## config.mk

```make
export PLATFORM = sky130hd
export DESIGN_NAME = stream_mux_n
export DESIGN_NICKNAME = d
export VERILOG_FILES = /design/src/rtl/stream_mux_n_pkg.sv /design/src/rtl/rr_arbiter_n.sv /design/src/rtl/stream_mux_n.sv
export SDC_FILE = /design/constraint.sdc
export NUM_CORES = 1
export LEC_CHECK = 0
export ABC_AREA = 0
export ABC_CLOCK_PERIOD_IN_PS = 2100
export CORE_MARGIN = 4
export CORE_UTILIZATION = 33
export DETAILED_ROUTE_END_ITERATION = 6
export PLACE_DENSITY = 0.82
export SLEW_MARGIN = 10
export SYNTH_ARGS = -nofsm -noshare
export SYNTH_HDL_FRONTEND = slang
export SYNTH_SLANG_ARGS = --single-unit
export TNS_END_PERCENT = 10
```

## constraint.sdc

```tcl
create_clock -name clk -period 2.1 [get_ports clk]
set_input_delay 0.42 -clock clk [delete_from_list [all_inputs] [get_ports clk]]
set_output_delay 0.42 -clock clk [all_outputs]
set_load 0.05 [all_outputs]
```

## src/rtl/stream_mux_n_pkg.sv

```systemverilog
// Shared encodings for the N-input packet stream multiplexer.
// Latency: n/a (types and constants only).
// Backpressure: n/a.
package stream_mux_n_pkg;

  // Selection policy.
  localparam int MODE_SEL = 0;  // external sel picks the channel
  localparam int MODE_RR  = 1;  // round-robin between requesting channels

  // Grant FSM: IDLE picks a new candidate per beat, LOCKED holds the grant
  // until the current packet's last beat is accepted.
  typedef enum logic {
    ST_IDLE   = 1'b0,
    ST_LOCKED = 1'b1
  } state_t;

  // Channel-index width, never below one bit.
  function automatic int sel_width(input int n);
    return (n > 1) ? $clog2(n) : 1;
  endfunction

endpackage

```

## src/rtl/rr_arbiter_n.sv

```systemverilog
// Round-robin pick: first requesting channel strictly after ptr, wrapping.
// Latency: purely combinational.
// Backpressure: none; caller decides whether the pick is consumed.
// Ports: req (request vector), ptr (last served channel),
//        gnt_idx/gnt_vld (chosen channel, valid when any request is set).
module rr_arbiter_n #(
  parameter int N  = 4,
  parameter int SW = 2
) (
  input  logic [N-1:0]  req,
  input  logic [SW-1:0] ptr,
  output logic [SW-1:0] gnt_idx,
  output logic          gnt_vld
);

  logic [SW-1:0] idx;

  // Walk offsets from farthest to nearest so the nearest requester after
  // ptr is the last one written and therefore wins.
  always_comb begin
    gnt_vld = 1'b0;
    gnt_idx = '0;
    idx     = '0;
    for (int off = N; off >= 1; off--) begin
      idx = SW'((int'(ptr) + off) % N);
      if (req[idx]) begin
        gnt_vld = 1'b1;
        gnt_idx = idx;
      end
    end
  end

endmodule

```

## src/rtl/stream_mux_n.sv

```systemverilog
// Packet-aware N:1 stream mux; a packet is never interleaved with another.
// Latency: one cycle from input accept to registered output beat.
// Backpressure: in_ready follows out_ready combinationally, no skid buffer.
// Ports: clk, rst_n (async active-low); sel (MODE_SEL channel select);
//        in_data/in_valid/in_last/in_ready (N packed channels);
//        out_data/out_valid/out_last/out_chan/out_ready (single output).
module stream_mux_n
  import stream_mux_n_pkg::*;
#(
  parameter int  W    = 32,
  parameter int  N    = 4,
  parameter int  MODE = MODE_SEL,
  localparam int SW   = sel_width(N)
) (
  input  logic          clk,
  input  logic          rst_n,
  input  logic [SW-1:0] sel,
  input  logic [N*W-1:0] in_data,
  input  logic [N-1:0]  in_valid,
  input  logic [N-1:0]  in_last,
  output logic [N-1:0]  in_ready,
  output logic [W-1:0]  out_data,
  output logic          out_valid,
  output logic          out_last,
  output logic [SW-1:0] out_chan,
  input  logic          out_ready
);

  state_t        state, state_nxt;
  logic [SW-1:0] grant;          // channel owning the packet in progress
  logic          cand_vld;
  logic [SW-1:0] cand_idx;
  logic          gnt_vld;
  logic [SW-1:0] gnt_idx;
  logic          can_take;       // output register free this cycle
  logic          acc;            // a beat is accepted this cycle
  logic          acc_last;
  logic [W-1:0]  acc_data;
  logic [W-1:0]  in_arr [N];

  for (genvar i = 0; i < N; i++) begin : g_unpack
    assign in_arr[i] = in_data[i*W +: W];
  end

  // Candidate channel while IDLE.
  if (MODE == MODE_RR) begin : g_rr
    logic [SW-1:0] rr_ptr;

    // Pointer sits on the last channel that completed a packet; reset to
    // N-1 so channel 0 is served first.
    always_ff @(posedge clk or negedge rst_n) begin
      if (!rst_n) begin
        rr_ptr <= SW'(N - 1);
      end else if (acc && acc_last) begin
        rr_ptr <= gnt_idx;
      end
    end

    rr_arbiter_n #(.N(N), .SW(SW)) u_arb (
      .req     (in_valid),
      .ptr     (rr_ptr),
      .gnt_idx (cand_idx),
      .gnt_vld (cand_vld)
    );
  end else begin : g_sel
    // An out-of-range select offers no candidate at all.
    assign cand_vld = (int'(sel) < N);
    assign cand_idx = sel;
  end

  always_comb begin
    gnt_vld = cand_vld;
    gnt_idx = cand_idx;
    if (state == ST_LOCKED) begin
      gnt_vld = 1'b1;
      gnt_idx = grant;
    end
  end

  assign can_take = !out_valid || out_ready;

  // rst_n gating keeps in_ready quiet while reset is held, even though the
  // select path alone could otherwise offer a channel.
  always_comb begin
    in_ready = '0;
    if (rst_n && gnt_vld && can_take) begin
      in_ready[gnt_idx] = 1'b1;
    end
  end

  assign acc      = |(in_ready & in_valid);
  assign acc_last = in_last[gnt_idx];
  assign acc_data = in_arr[gnt_idx];

  // Grant FSM.
  always_ff @(posedge clk or negedge rst_n) begin
    if (!rst_n) begin
      state <= ST_IDLE;
    end else begin
      state <= state_nxt;
    end
  end

  always_comb begin
    state_nxt = state;
    case (state)
      ST_IDLE:   if (acc && !acc_last) state_nxt = ST_LOCKED;
      ST_LOCKED: if (acc && acc_last)  state_nxt = ST_IDLE;
      default:   state_nxt = ST_IDLE;
    endcase
  end

  // Re-loading on every accept is harmless in LOCKED (same channel) and
  // captures the new owner in IDLE.
  always_ff @(posedge clk or negedge rst_n) begin
    if (!rst_n) begin
      grant <= '0;
    end else if (acc) begin
      grant <= gnt_idx;
    end
  end

  // Output register: load on accept, drop valid once drained, else hold.
  always_ff @(posedge clk or negedge rst_n) begin
    if (!rst_n) begin
      out_valid <= 1'b0;
      out_last  <= 1'b0;
      out_data  <= '0;
      out_chan  <= '0;
    end else if (acc) begin
      out_valid <= 1'b1;
      out_last  <= acc_last;
      out_data  <= acc_data;
      out_chan  <= gnt_idx;
    end else if (out_ready) begin
      out_valid <= 1'b0;
    end
  end

endmodule

```

==> results <==
## layout make-up
class                           instances  share of cell area (%)
Timing Repair Buffer                  207                    43.0
Multi-Input combinational cell        151                    34.1
Sequential cell                        37                    18.7
Tap cell                              102                    2.57
Clock buffer                            6                    1.46
Clock inverter                          2                   0.202
## power breakdown
part	leakage, nW	total, mW	internal, mW	switching, mW
clock	0.0450	0.462	0.230	0.233
sequential	0.432	1.31	1.08	0.228
combinational	1.66	5.20	2.55	2.66
## cell usage in the layout (no fill, tap or decap), types with 3 or more instances in the layout
master,count
clkdlybuf4s50_1,174
mux2i_1,95
dfrtp_1,37
mux2_4,30
buf_4,17
buf_6,6
buf_12,6
clkbuf_8,5
a21oi_1,3
mux2_1,3
## logic make-up after synthesis
kind of cell,Yosys count
compound gates,7
buf+inv,16
flops,37
mux,135
simple gates,9
## layer usage
metal / part of all wire, % / global-route usage (%) / vias to the layer above / wire, um
li1: - / - / 1154 / -
met1: 38 / 18.6 / 1146 / 3140
met2: 54 / 32.1 / 103 / 4450
met3: 7.8 / 5.53 / 6 / 647
met4: 0.93 / 3.30 / 0 / 77
met5: 0 / 0 / - / 0
## critical path, cell delays in order, from the launching register on
cell	delay (ns)
dfrtp_1	0.43
buf_6	0.15
mux2i_4	0.19
buf_6	0.14
buf_6	0.12
nor3b_4	0.21
buf_12	0.17
## repair_timing
item,in CTS,in global routing
pin swaps,3,1
setup buffers,4,1
setup endpoints to repair,11,20
gates resized for setup,11,3
gates cloned,2,0
## how the worst max path moves through the flow
stage | cells after the start | end | from
after floorplan | 4 | in_ready[1] | grant[1]$_DFFE_PN0P_
after global placement | 6 | out_data[21]$_DFFE_PN0P_ | sel[0]
after detailed placement | 5 | out_last$_DFFE_PN0P_ | sel[0]
after CTS | 6 | in_ready[2] | flip-flop
after global routing | 6 | in_ready[2] | flip-flop
final | 6 | in_ready[2] | flip-flop
## through the flow
stage | util (%) | instance area, um^2 | setup WS (ns) | std cells
2_1_floorplan | - | 2700 | -0.121 | 204
3_3_place_gp | 61.2 | 4750 | -0.286 | 491
3_5_place_dp | 61.2 | 4750 | -0.316 | 491
4_1_cts | 63.9 | 4960 | -0.0524 | 505
5_1_grt | 63.9 | 4960 | -0.0835 | 505
6_report | 63.9 | 4960 | -0.00700 | 505
## flip-flops by register name, summed over array words and instances (netlist names), named ones only
register / count
out_data: 32
grant: 2
out_last: 1
out_valid: 1
==> results.ini <==
[sta]
rsz0062_at_grt = yes
setup_ws_ns = -0.00700
fin_crit_sh_pct = 100
final-setup-viol-count = 1
finalSetupTns_ns = -0.00700
fin_skew_ns = 0.00573
hold_ws_ns = 0.135
clock.fmax_ghz = 0.475
finalMaxSlewViolations = 0
hold_viol = 0
max_slew_margin_pct = 63.4
tightest_slew_ns = 0.548
finalCriticalPeriod_ns = 2.11

[final_layout]
diodes = 0
multiInputGateArea_um2 = 1690
fillers = 626
drive_gt1_share_pct = 19.9
num-nets-final = 543
register_area_um2 = 926
area_growth_syn_to_layout_pct = 87.2

[synth]
synth_top_family_by_area = multiplexers
yosys.area_share.simple_pct = 2.17
synth_compound_area_share_pct = 1.42
syn_inst = 204
yosysTopAreaCellShare_pct = 37.0
ys_seq_area_share_pct = 35.0
synth.yosys.warnings = 0
post-synth-top-count-cell = mux2i_1
ys_ff_latch = 37
syn_area_per_cell_um2 = 13.0
netlist.top_cell.by_area = mux2i_1
synthMuxAreaShare_pct = 57.8
synthDistinctLibCells = 22
ys.flop_type = dfrtp_1
synth_area_leaders = mux2i_1, dfrtp_1, mux2_4
syn_area_um2 = 2650
synthArstFlopShare_pct = 100
synth_xor_area_share_pct = 0
postSynthNetCount = 345
synth_edf_count = 0
synthAdderAreaFrac_pct = 0
synth_commonest_cells = mux2i_1, dfrtp_1, mux2_4

[critical_path]
r2r_slack_ns = 0.04
path_class = reg -> out
critical_path_peak_fanout = 4
worst_r2r_path_depth = 5
required_ns = 1.68
cp.arrival_ns = 1.69
start_kind = flip-flop
worst_r2r_endpoint = out_data[7]$_DFFE_PN0P_
cp-end-kind = output port

[clock_tree]
cts_buffers = 5
cts-root-buf = clkbuf_8
cts_tree = built
cts.sinks = 37
htreeDepth = 2
hold_buffers = 0
clk_pin_slew_ns = 0.07
clk-insertion-delay-late_ns = 0.28
clock_path_buffers = 2

[run_status]
violations = setup timing
status = finished, violations left

[die]
core_area_um2 = 7770
num_rows = 32
die_area_um2 = 9520
io_pins = 181
die_width_um = 97.6
start_util_pct = 34.1
die_h_um = 97.6

[grt]
grt_pass1_vias = 2610
gr-total-overflow = 0
grt_max_degree = 27
grt_pass1_wl_um = 13200
antenna_found_initial = 0
grtUsageTotal_pct = 17.0

[drt]
vias = 2409
wl_per_cell_um = 16.5
antenna_left = 0
first_pass_iters = 4
drt-initial-drc-count = 36
routed_via_density = 4.77
drc = 0
wirelength_um = 8320

[power]
leakage_nw = 2.13
peakVddDrop_mv = 0.599
p_total_mw = 6.98
power.density_nw_per_um2 = 1410

[place]
hpwl_um = 6830
portBuffers = 180
place_congestion = 0.885

[min_path]
min_path_type = in -> async

[run]
maxCapViolations = 0

(Power assumes the default switching activity.)
